===== src/rtl/spu_branch_pkg.sv =====
// Shared branch-path types: redirect controller state and the default PC width
// used by the Branch unit, fetch and the redirect controller.
package spu_branch_pkg;

    localparam int PC_WIDTH_DEF = 8;

    typedef enum logic [1:0] {
        IDLE     = 2'd0,
        REDIRECT = 2'd1,
        DRAIN    = 2'd2
    } redirect_state_e;

endpackage


===== src/rtl/branch_redirect_ctrl_if.sv =====
// Branch-result / fetch-redirect / issue-control bundle around the redirect controller.
interface branch_redirect_ctrl_if
    import spu_branch_pkg::*;
#(
    parameter int PC_WIDTH = PC_WIDTH_DEF
) ();
    logic                br_valid;
    logic                br_taken;
    logic [PC_WIDTH-1:0] br_target;
    logic                br_initial;
    logic                fetch_ready;
    logic                redirect_valid;
    logic [PC_WIDTH-1:0] redirect_pc;
    logic                squash;
    logic                kill_twin;
    logic                stall_issue;
    logic                busy;
    logic [15:0]         taken_count;

    // master: branch unit / fetch / issue side driving the controller
    modport master (
        output br_valid, br_taken, br_target, br_initial, fetch_ready,
        input  redirect_valid, redirect_pc, squash, kill_twin, stall_issue, busy, taken_count
    );

    modport slave (
        input  br_valid, br_taken, br_target, br_initial, fetch_ready,
        output redirect_valid, redirect_pc, squash, kill_twin, stall_issue, busy, taken_count
    );
endinterface


===== src/rtl/branch_sat_counter.sv =====
// Parameterised-width saturating up-counter with asynchronous active-high reset.
module branch_sat_counter #(
    parameter int WIDTH = 16
) (
    input  logic             i_clk,
    input  logic             i_rst,
    input  logic             i_inc,
    output logic [WIDTH-1:0] o_count
);
    logic [WIDTH-1:0] r_count;
    logic             w_sat;

    assign w_sat   = &r_count;
    assign o_count = r_count;

    always_ff @(posedge i_clk or posedge i_rst) begin
        if (i_rst)
            r_count <= '0;
        else if (i_inc && !w_sat)
            r_count <= r_count + 1'b1;
    end
endmodule


===== src/rtl/branch_redirect_ctrl.sv =====
// Redirects fetch after a taken branch, squashes wrong-path work and stalls issue
// until the younger stages have drained.
module branch_redirect_ctrl
    import spu_branch_pkg::*;
#(
    parameter int PC_WIDTH    = PC_WIDTH_DEF,
    parameter int FLUSH_DEPTH = 3
) (
    input  logic                  i_clk,
    input  logic                  i_rst,
    branch_redirect_ctrl_if.slave bus
);
    localparam logic [3:0] DRAIN_LOAD = 4'(FLUSH_DEPTH - 1);

    redirect_state_e     r_state, w_state_nxt;
    logic [PC_WIDTH-1:0] r_pc;
    logic                r_initial;
    logic                r_first;
    logic [3:0]          r_drain, w_drain_nxt;
    logic                w_accept;

    // Only branches seen in IDLE are on the correct path.
    assign w_accept = (r_state == IDLE) && bus.br_valid && bus.br_taken;

    always_comb begin
        w_state_nxt = r_state;
        w_drain_nxt = r_drain;
        case (r_state)
            IDLE: begin
                if (w_accept)
                    w_state_nxt = REDIRECT;
            end
            REDIRECT: begin
                if (bus.fetch_ready) begin
                    w_state_nxt = DRAIN;
                    w_drain_nxt = DRAIN_LOAD;
                end
            end
            DRAIN: begin
                if (r_drain == 4'd0)
                    w_state_nxt = IDLE;
                else
                    w_drain_nxt = r_drain - 4'd1;
            end
            default: begin
                w_state_nxt = IDLE;
                w_drain_nxt = 4'd0;
            end
        endcase
    end

    always_ff @(posedge i_clk or posedge i_rst) begin
        if (i_rst) begin
            r_state   <= IDLE;
            r_drain   <= 4'd0;
            r_pc      <= '0;
            r_initial <= 1'b0;
            r_first   <= 1'b0;
        end else begin
            r_state <= w_state_nxt;
            r_drain <= w_drain_nxt;
            r_first <= w_accept;
            if (w_accept) begin
                r_pc      <= bus.br_target;
                r_initial <= bus.br_initial;
            end
        end
    end

    // Outputs decode registered state only; no input-to-output path.
    assign bus.redirect_valid = (r_state == REDIRECT);
    assign bus.redirect_pc    = r_pc;
    assign bus.squash         = (r_state != IDLE);
    assign bus.stall_issue    = (r_state != IDLE);
    assign bus.busy           = (r_state != IDLE);
    assign bus.kill_twin      = (r_state == REDIRECT) && r_first && r_initial;

    branch_sat_counter #(.WIDTH(16)) u_cnt (
        .i_clk   (i_clk),
        .i_rst   (i_rst),
        .i_inc   (w_accept),
        .o_count (bus.taken_count)
    );
endmodule


===== src/flat_wrapper.sv =====
// flat-port wrapper written by rule: the top's interface ports become plain ports
module branch_redirect_ctrl_flat import spu_branch_pkg::*;
#(
    parameter int PC_WIDTH    = PC_WIDTH_DEF,
    parameter int FLUSH_DEPTH = 3
)
  (i_clk, i_rst, bus_br_valid, bus_br_taken, bus_br_target, bus_br_initial, bus_fetch_ready, bus_redirect_valid, bus_redirect_pc, bus_squash, bus_kill_twin, bus_stall_issue, bus_busy, bus_taken_count);
  branch_redirect_ctrl_if #(.PC_WIDTH(PC_WIDTH)) bus_i ();
  input  logic i_clk;
  input  logic i_rst;
  input wire logic [$bits(bus_i.br_valid)-1:0] bus_br_valid;
  input wire logic [$bits(bus_i.br_taken)-1:0] bus_br_taken;
  input wire logic [$bits(bus_i.br_target)-1:0] bus_br_target;
  input wire logic [$bits(bus_i.br_initial)-1:0] bus_br_initial;
  input wire logic [$bits(bus_i.fetch_ready)-1:0] bus_fetch_ready;
  output wire logic [$bits(bus_i.redirect_valid)-1:0] bus_redirect_valid;
  output wire logic [$bits(bus_i.redirect_pc)-1:0] bus_redirect_pc;
  output wire logic [$bits(bus_i.squash)-1:0] bus_squash;
  output wire logic [$bits(bus_i.kill_twin)-1:0] bus_kill_twin;
  output wire logic [$bits(bus_i.stall_issue)-1:0] bus_stall_issue;
  output wire logic [$bits(bus_i.busy)-1:0] bus_busy;
  output wire logic [$bits(bus_i.taken_count)-1:0] bus_taken_count;
  assign bus_i.br_valid = bus_br_valid;
  assign bus_i.br_taken = bus_br_taken;
  assign bus_i.br_target = bus_br_target;
  assign bus_i.br_initial = bus_br_initial;
  assign bus_i.fetch_ready = bus_fetch_ready;
  assign bus_redirect_valid = bus_i.redirect_valid;
  assign bus_redirect_pc = bus_i.redirect_pc;
  assign bus_squash = bus_i.squash;
  assign bus_kill_twin = bus_i.kill_twin;
  assign bus_stall_issue = bus_i.stall_issue;
  assign bus_busy = bus_i.busy;
  assign bus_taken_count = bus_i.taken_count;
  branch_redirect_ctrl #(.PC_WIDTH(PC_WIDTH), .FLUSH_DEPTH(FLUSH_DEPTH)) u_core (.i_clk(i_clk), .i_rst(i_rst), .bus(bus_i));
endmodule

===== config.mk =====
export PLATFORM = sky130hd
export DESIGN_NAME = branch_redirect_ctrl_flat
export DESIGN_NICKNAME = d
export VERILOG_FILES = /design/src/rtl/spu_branch_pkg.sv /design/src/rtl/branch_redirect_ctrl_if.sv /design/src/rtl/branch_sat_counter.sv /design/src/rtl/branch_redirect_ctrl.sv /design/src/flat_wrapper.sv
export SDC_FILE = /design/constraint.sdc
export NUM_CORES = 1
export LEC_CHECK = 0
export CAP_MARGIN = 20
export CORE_MARGIN = 3
export CORE_UTILIZATION = 52
export DETAILED_ROUTE_END_ITERATION = 16
export GPL_ROUTABILITY_DRIVEN = 0
export PLACE_DENSITY = 0.93
export SYNTH_ARGS = -nofsm -noshare
export SYNTH_HDL_FRONTEND = slang
export SYNTH_SLANG_ARGS = --single-unit

===== constraint.sdc =====
create_clock -name i_clk -period 3.9 [get_ports i_clk]
set_input_delay 0.585 -clock i_clk [delete_from_list [all_inputs] [get_ports i_clk]]
set_output_delay 0.585 -clock i_clk [all_outputs]
set_load 0.02 [all_outputs]

; Yosys cells after proc, flatten, opt, wreduce, memory -nomap -nowiden
; Cells that the tools add are included.
[totals]
regBits = 32
inputBits = 14
wordCells = 34
[op_classes]
add_sub_neg = 2
n_eq_ne = 6
n_mux = 7
bitwise_logic = 1
n_reduce_logical = 12
[ops]
columns = op, n
row1 = "adder 16 x 1 -> 16 bit, second input constant", 1
row2 = AND reduction 16 bit, 1
row3 = case mux 4 bit (3 select lines), 1
row4 = 2-to-1 mux 4 bit, 2
row5 = 2-to-1 mux 2 bit, 3
row6 = "!= test 2 bit, second input constant", 3
row7 = case mux 2 bit (3 select lines), 1
row8 = AND reduction 3 bit, 2
row9 = logical AND 1 bit, 5
row10 = logical NOT 4 bit, 1
row11 = "subtractor 4 x 1 -> 4 bit, second input constant", 1
row12 = "== test 2 x 1 -> 1 bit, second input constant", 1
row13 = "== test 2 bit, second input constant", 1
row14 = logical NOT 2 bit, 1
row15 = "!= test 2 x 1 -> 1 bit, second input constant", 1
row16 = nonzero test 2 bit, 1
row17 = logical NOT 1 bit, 1
row18 = inverter 1 bit, 1

; Logic depth before layout (Yosys ltp)
; Gate-level depths: netlist of the first run.
[depth]
depth_word = 5
mapped_depth = 7
ltp_nobuf = 7

; By module
; Synthesis of the first run repeated with hierarchy kept, for this count alone.
[hier_totals]
hier_cells = 144
area_unflattened_um2 = 1639.1
[modules_own_cells]
columns = module, instances, cells_per_inst, area_each_um2, seq_area_each_um2
row1 = branch_redirect_ctrl, 1, 71, 840.8, 400.4
row2 = branch_sat_counter, 1, 73, 798.3, 400.4

; Worst setup path after synthesis of the first run
; No wires, ideal clock.
[synth_timing]
path_type = flip-flop to flip-flop
start = register u_core.u_cnt.r_count[0] (netlist: u_core.u_cnt.o_count[0])
end = register u_core.u_cnt.r_count[1] (netlist: u_core.u_cnt.o_count[1])
setup_time_ps = 128
arrival_time_ps = 1686
required_time_ps = 3772
slack_ps = 2086
path_stages_with_launch = 7
path_buffers = 1
synth_period_minus_slack_ps = 1814
cell_sequence = dfrtp_1 -> ha_1 -> and4_1 -> and4_1 -> buf_4 -> nor2_1 -> mux2_1
[synth_via]
elab_chain_len = 3
word_cells_on_any_way = 4
cone_classes = add/sub: 1 / reduce/logical: 3
[synth_lines]
columns = item, line
row1 = "start, declared", branch_sat_counter.sv:10  ; logic [WIDTH-1:0] r_count;
row2 = "start signal, assigned", branch_sat_counter.sv:20  ; r_count <= r_count + 1'b1;
row3 = branches (longest 3 deep; another with adder 16 x 1 -> 16 bit), -
; Several ways; the timed one is not identified.
; A chain may end at the register's enable or synchronous reset.

; Final worst setup path of the first run
[layout_timing]
start = register u_core.r_state[1]
end = output bus_kill_twin
[layout_via]
elab_chain_len = 3
[layout_lines]
columns = item, line
row1 = "start, declared", branch_redirect_ctrl.sv:15  ; redirect_state_e r_state, w_state_nxt;
row2 = "start signal, assigned", branch_redirect_ctrl.sv:60  ; r_state <= w_state_nxt;
row3 = == test 2 x 1 -> 1 bit, branch_redirect_ctrl.sv:76  ; assign bus.kill_twin = (r_state == REDIRECT) && r_first && r_initial;
row4 = logical AND 1 bit (2 in series), branch_redirect_ctrl.sv:76
row5 = "end, declared", flat_wrapper.sv:19  ; output wire logic [$bits(bus_i.kill_twin)-1:0] bus_kill_twin;
; Every way passes these cells.

==> qor.csv, run 1 <==
metric,value,unit
shortest period the worst path allows,2.48,ns
Lkg Pwr,1.00,nW
CP Cell Sequence,inv_1 > ha_1 > and3_1 > clkdlybuf4s50_1,
n_diodes,0,
"EDFF count, synth",0,
Setup crit end kind,primary output,
clock slew at reported path FFs,0.10,ns
most numerous cell in the Yosys netlist,nand2_1,
"Primary FF master, synth",dfrtp_1,
largest cells by area after synthesis,"dfrtp_1 (49%), nand2_1 (8.3%), ha_1 (6.1%)",
fmax,0.404,GHz
number of port buffers,42,
PwrDens,627,nW/um2
mux contribution to synthesized area,2.69,%
Synthesis Warnings,0,
final setup fails,0,
initial antenna violation count,0,
Vias,1363,
VDD IR-drop max,0.393,mV
Hold Path Class,reg2reg,
Overall Global Routing Usage,20.5,%
Reg-to-Reg Start,u_core.r_state[0],
Initial DRC Count,65,
worst-margin pin slew,0.724,ns
largest net degree at the start of global routing,18,
final-report max-slew violation count,0,
synthesized-area fraction occupied by adder cells,6.14,%
height of the die,62.0,um
post-CTS setup buffer count,0,
Buf/Inv on CP,2,
NumNets Final,229,
post-synthesis compound-gate area fraction,5.60,%
sequential area share after synthesis,49.1,%
Fin Setup TNS,0,ns
xor and xnor area share after synthesis,6.45,%
Final Hold Fails,0,
dpl ws,1.47,ns
Slew headroom,51.7,%
WHS,0.489,ns
Initial Util,56.7,%
P&R area growth vs syn,32.7,%
worst path arrival time,1.89,ns
Internal,0.798,mW
Mapped Cells,162,
DR DRC count,0,
Critical Path RT,3.31,ns
io pins,43,
vias in the first global route,1329,
slowest CP cell,clkdlybuf4s50_1,
share of cells above drive strength 1,6.73,%
Hold Path End,u_core.r_initial,
reg2reg end,u_core.u_cnt.o_count[15],
FILL cells,190,
core area,2880,um2
RSZ-0062 raised after global routing,no,
Post-Syn Area,1630,um2
Hold Crit Depth,2,
Design Power,1.36,mW
clock group share of total power,14.7,%
Switching Fraction,41.1,%
DR pass1 iterations,4,
CTS buffer count,5,
Flop pwr share,37.7,%
Mapped Nets,184,
list of most frequent post-synthesis cells,"nand2_1 (36), dfrtp_1 (32), nand3_1 (9)",
status,"complete, no violations",
synthesized flop and latch total,32,
Rows,19,
CTS tree,done,
critical path launch point type,flip-flop,
"delay-heaviest family, CP",buffers and inverters,
hpwl dp,2.75,mm
Routed WL,3.61,mm
Root Buffer,clkbuf_4,
GRT Residual Overflow,0,
post-layout worst setup margin,1.42,ns
die area,3840,um2
CP Max Fanout,5,
Synth area leader,dfrtp_1,
CP max stage delay,0.60,ns
Async SR Flop Fraction,100,%
Wirelength per Cell,14.4,um
Max-cap violations,0,
clk sinks,32,
Tcrit/Tclk final,63.5,%
cells resized by post-CTS repair,0,
Crit Path Category,reg2out,
Switch Pwr,0.557,mW
Routed Antenna Nets,0,
simple-gate portion of the synthesized area,26.1,%
internal reg-to-reg setup slack,1.78,ns
Fin Clk Skew,0.0134,ns
dominant combinational cell family by area after synthesis,simple AND/OR/NAND/NOR gates,
Comb power frac,47.6,%
CTS max path bufs,2,
Chip Width,62.0,um
H-tree levels,2,
top-area cell type share of the netlist area,49.1,%
number of vias per cell,5.45,
Netlist cell types,35,
first-pass GRT wire length,5.64,mm
hold_sp,u_core.r_initial,
cts hold-fix bufs,0,
clk_lat worst skew,0.34,ns
Worst R2R Path Depth,6,
Syn Area/Cell,10.1,um2
-- registers in the layout, indices dropped and copies added (netlist names) --
signal / count
u_core.u_cnt.o_count: 16
u_core.bus.redirect_pc: 8
u_core.r_first: 1
u_core.r_state: 2
u_core.r_initial: 1
u_core.r_drain: 4
-- layout by cell type (no fill, tap or decap), types with 2 or more instances in the layout --
cell,synthesis,routed
inv_1,8,8
xnor2_1,7,7
ha_1,8,8
nand2_1,36,36
and4_1,4,4
and2_1,2,2
mux2_1,3,3
clkbuf_4,0,5
a32o_1,2,2
dfrtp_1,32,32
xor2_1,5,5
o21ai_1,3,3
nor4_2,2,2
nand2b_1,3,3
a21oi_1,2,2
nor3_1,3,3
clkdlybuf4s50_1,0,42
o21ai_0,4,4
nand3_1,9,9
and3_1,3,3
nor2_1,4,4
nand4_1,4,4
-- kinds of logic (layout without fill, tap and decap cells) --
| logic type | count (synthesis) | count (layout) |
|---|---|---|
| and+or+nand+nor | 78 | 78 |
| DFF | 32 | 32 |
| AOI/OAI and AO/OA | 14 | 14 |
| buffers and inverters | 14 | 60 |
| xor gates and xnor gates | 12 | 12 |
| adders and majority gates | 8 | 8 |
| muxes | 4 | 4 |
-- worst max-delay path by stage --
stage,slack (ns),cells after the start,from,end
2_1_floorplan,2.09,6,u_core.u_cnt.o_count[0],u_core.u_cnt.o_count[1]
6_report,1.42,4,u_core.r_state[1],bus_kill_twin
3_5_place_dp,1.47,5,bus_br_valid,u_core.u_cnt.o_count[15]
4_1_cts,1.41,4,u_core.r_state[1],bus_kill_twin
3_3_place_gp,1.53,5,bus_br_taken,u_core.u_cnt.o_count[15]
5_1_grt,1.30,4,u_core.r_state[1],bus_kill_twin
-- tightest hold or removal path, cell delays in order, from the launching register on --
cell	delay, ns
dfrtp_1	0.35
nand2_1	0.05
nand2_1	0.06
-- routing by layer --
| metal | GRT usage, % | wire length (um) |
|---|---|---|
| met3 | 6.40 | 223 |
| met1 | 24.6 | 1470 |
| met5 | 0 | 0 |
| met2 | 33.7 | 1840 |
| met4 | 8.79 | 74 |
-- power groups by stage --
stage                     Clock [mW]  Combinational (mW)  Sequential (mW)
final                          0.199               0.645            0.511
after global routing           0.216               0.697            0.522
after CTS                      0.201               0.646            0.510
after detailed placement           0               0.644            0.512
after global placement             0               0.607            0.507
after floorplan                    0               0.316            0.575
-- through the flow --
step	std cells	instance area, um2	util, %
after floorplan	162	1630	-
after global placement	241	2070	72.1
after detailed placement	242	2100	73.0
after CTS	250	2160	75.2
after global routing	250	2160	75.2
final	250	2160	75.2
-- area by class of cell --
| cell class | instances | area [um2] | share of cell area, % |
|---|---|---|---|
| flip-flops and latches | 32 | 801 | 37.0 |
| clock inverters | 1 | 7.51 | 0.347 |
| multi-input cells | 116 | 766 | 35.4 |
| well taps | 42 | 52.6 | 2.43 |
| inverters | 9 | 33.8 | 1.56 |
| clock buffers | 7 | 55.1 | 2.54 |
| repair buffers | 43 | 448 | 20.7 |
Note: power is estimated with default switching activity, not from simulation.
==> run 2: changes to the inputs <==
Settings changed: CORE_UTILIZATION 52 to 43, PLACE_DENSITY 0.93 to 0.83.
Clock period 3.9 ns to 2.1 ns, I/O delays scaled along.
==> qor.csv, run 2 (synthesis gave the netlist of run 1 again) <==
metric,value,unit,change
status,"complete, no violations",,unchanged
core area,3490,um2,was 2880 um2
CTS max path bufs,2,,unchanged
Routed WL,3.66,mm,was 3.61 mm
n_diodes,0,,unchanged
dpl ws,0.133,ns,was 1.47 ns
shortest period the worst path allows,2.04,ns,
P&R area growth vs syn,35.8,%,was 32.7%
area of the multi-input gates,768,um2,was 766 um2
Tcrit/Tclk final,97.3,%,
Chip Width,67.6,um,was 62.0 um
Reg-to-Reg Start,u_core.r_state[1],,was u_core.r_state[0]
vias in the first global route,1306,,was 1329
Root Buffer,clkbuf_8,,was clkbuf_4
CTS buffer count,5,,unchanged
Switch Pwr,1.05,mW,was 0.557 mW
register area,801,um2,unchanged
WHS,0.420,ns,was 0.489 ns
critical path launch point type,flip-flop,,unchanged
cts hold-fix bufs,0,,unchanged
fmax,0.490,GHz,
Critical Path RT,1.78,ns,was 3.31 ns
DR DRC count,0,,unchanged
GRT Residual Overflow,0,,unchanged
Initial Util,46.7,%,was 56.7%
DR pass1 iterations,4,,unchanged
H-tree levels,2,,unchanged
max reg flops,16,,unchanged
Fin Clk Skew,0.00464,ns,was 0.0134 ns
number of vias per cell,5.20,,was 5.45
worst-margin pin slew,0.427,ns,was 0.724 ns
CP Max Fanout,5,,unchanged
number of port buffers,42,,unchanged
clock slew at reported path FFs,0.07,ns,was 0.10 ns
final-report max-slew violation count,0,,unchanged
clk sinks,32,,unchanged
Overall Global Routing Usage,17.5,%,was 20.5%
Internal,1.67,mW,was 0.798 mW
Rows,21,,was 19
largest net degree at the start of global routing,33,,was 18
io pins,43,,unchanged
share of cells above drive strength 1,8.53,%,was 6.73%
Worst R2R Path Depth,6,,unchanged
initial antenna violation count,0,,unchanged
Final Hold Fails,0,,unchanged
Max-cap violations,0,,unchanged
worst path arrival time,1.73,ns,was 1.89 ns
Crit Path Category,reg2out,,unchanged
Switching Fraction,38.6,%,was 41.1%
clk_lat worst skew,0.29,ns,was 0.34 ns
NumNets Final,232,,was 229
die area,4570,um2,was 3840 um2
Vias,1336,,was 1363
CTS tree,done,,unchanged
Routed Antenna Nets,0,,unchanged
height of the die,67.6,um,was 62.0 um
Flop pwr share,34.5,%,was 37.7%
Design Power,2.72,mW,was 1.36 mW
first-pass GRT wire length,5.84,mm,was 5.64 mm
FILL cells,297,,was 190
Setup crit end kind,primary output,,unchanged
hpwl dp,2.56,mm,was 2.75 mm
Wirelength per Cell,14.2,um,was 14.4 um
PwrDens,1230,nW/um2,was 627 nW/um2
VDD IR-drop max,0.881,mV,was 0.393 mV
internal reg-to-reg setup slack,0.16,ns,was 1.78 ns
Lkg Pwr,1.04,nW,was 1.00 nW
Hold Path Class,in2async,,was reg2reg
post-layout worst setup margin,0.0574,ns,was 1.42 ns
most frequent cells in the layout,"clkdlybuf4s50_1 (38), nand2_1 (36), dfrtp_1 (32)",,"was clkdlybuf4s50_1 (42), nand2_1 (36), dfrtp_1 (32)"
"leading cell type in the layout, fill and taps excluded",clkdlybuf4s50_1,,unchanged
final setup fails,0,,unchanged
Slew headroom,71.3,%,was 51.7%
Comb power frac,44.1,%,was 47.6%
clock group share of total power,21.4,%,was 14.7%
Initial DRC Count,93,,was 65
reg2reg end,u_core.u_cnt.o_count[15],,unchanged
==> run 2: worst max-delay path by stage <==
stage | from | end | slack (ns) | cells after the start
after CTS | u_core.r_state[1] | bus_redirect_valid | 0.05 | 3
after global routing | u_core.r_state[0] | u_core.r_state[1] | -0.03 | 8
final | u_core.r_state[1] | bus_redirect_valid | 0.06 | 3
after detailed placement | bus_br_taken | u_core.r_state[1] | 0.13 | 5
after floorplan | u_core.u_cnt.o_count[0] | u_core.u_cnt.o_count[1] | 0.29 | 6
after global placement | bus_br_taken | u_core.r_state[1] | 0.19 | 5
==> run 2: repair_timing <==
| action | in CTS | in global routing |
|---|---|---|
| pin swaps | 0 | 1 |
| buffers inserted | 0 | 1 |
| resized for setup | 5 | 0 |
| endpoints found under the setup margin | 4 | 2 |
==> run 2: critical path, cell delays in order (launching register included) <==
cell	delay [ns]
dfrtp_1	0.38
inv_1	0.16
ha_2	0.27
clkdlybuf4s50_1	0.63
==> run 2: area by class of cell <==
type,count,share of cell area [%]
well taps,46,2.60
inverters,9,1.53
clock buffers,6,3.28
multi-input cells,116,34.7
flip-flops and latches,32,36.2
repair buffers,46,20.1
clock inverters,2,1.58
==> run 2: routing by layer <==
layer	GRT usage (%)	up-vias	routed length (um)
li1	-	646	-
met1	20.8	635	1600
met2	27.8	47	1780
met3	4.66	8	173
met4	11.4	0	107
met5	0	-	0
==> run 2: per-stage QoR <==
stage / std cells / instance area [um2] / setup TNS [ns] / utilization [%]
final: 257 / 2210 / 0 / 63.3
after global routing: 257 / 2210 / -0.0480 / 63.3
after CTS: 256 / 2210 / 0 / 63.1
after detailed placement: 248 / 2100 / 0 / 60.1
after global placement: 248 / 2100 / 0 / 60.1
after floorplan: 162 / 1630 / 0 / -
==> run 2: power by group through the flow <==
stage / Clock, mW / Sequential (mW) / Combinational [mW]
after floorplan: 0 / 1.07 / 0.586
after global placement: 0 / 0.939 / 1.17
after detailed placement: 0 / 0.944 / 1.19
after CTS: 0.592 / 0.939 / 1.19
after global routing: 0.625 / 0.965 / 1.31
final: 0.582 / 0.939 / 1.20
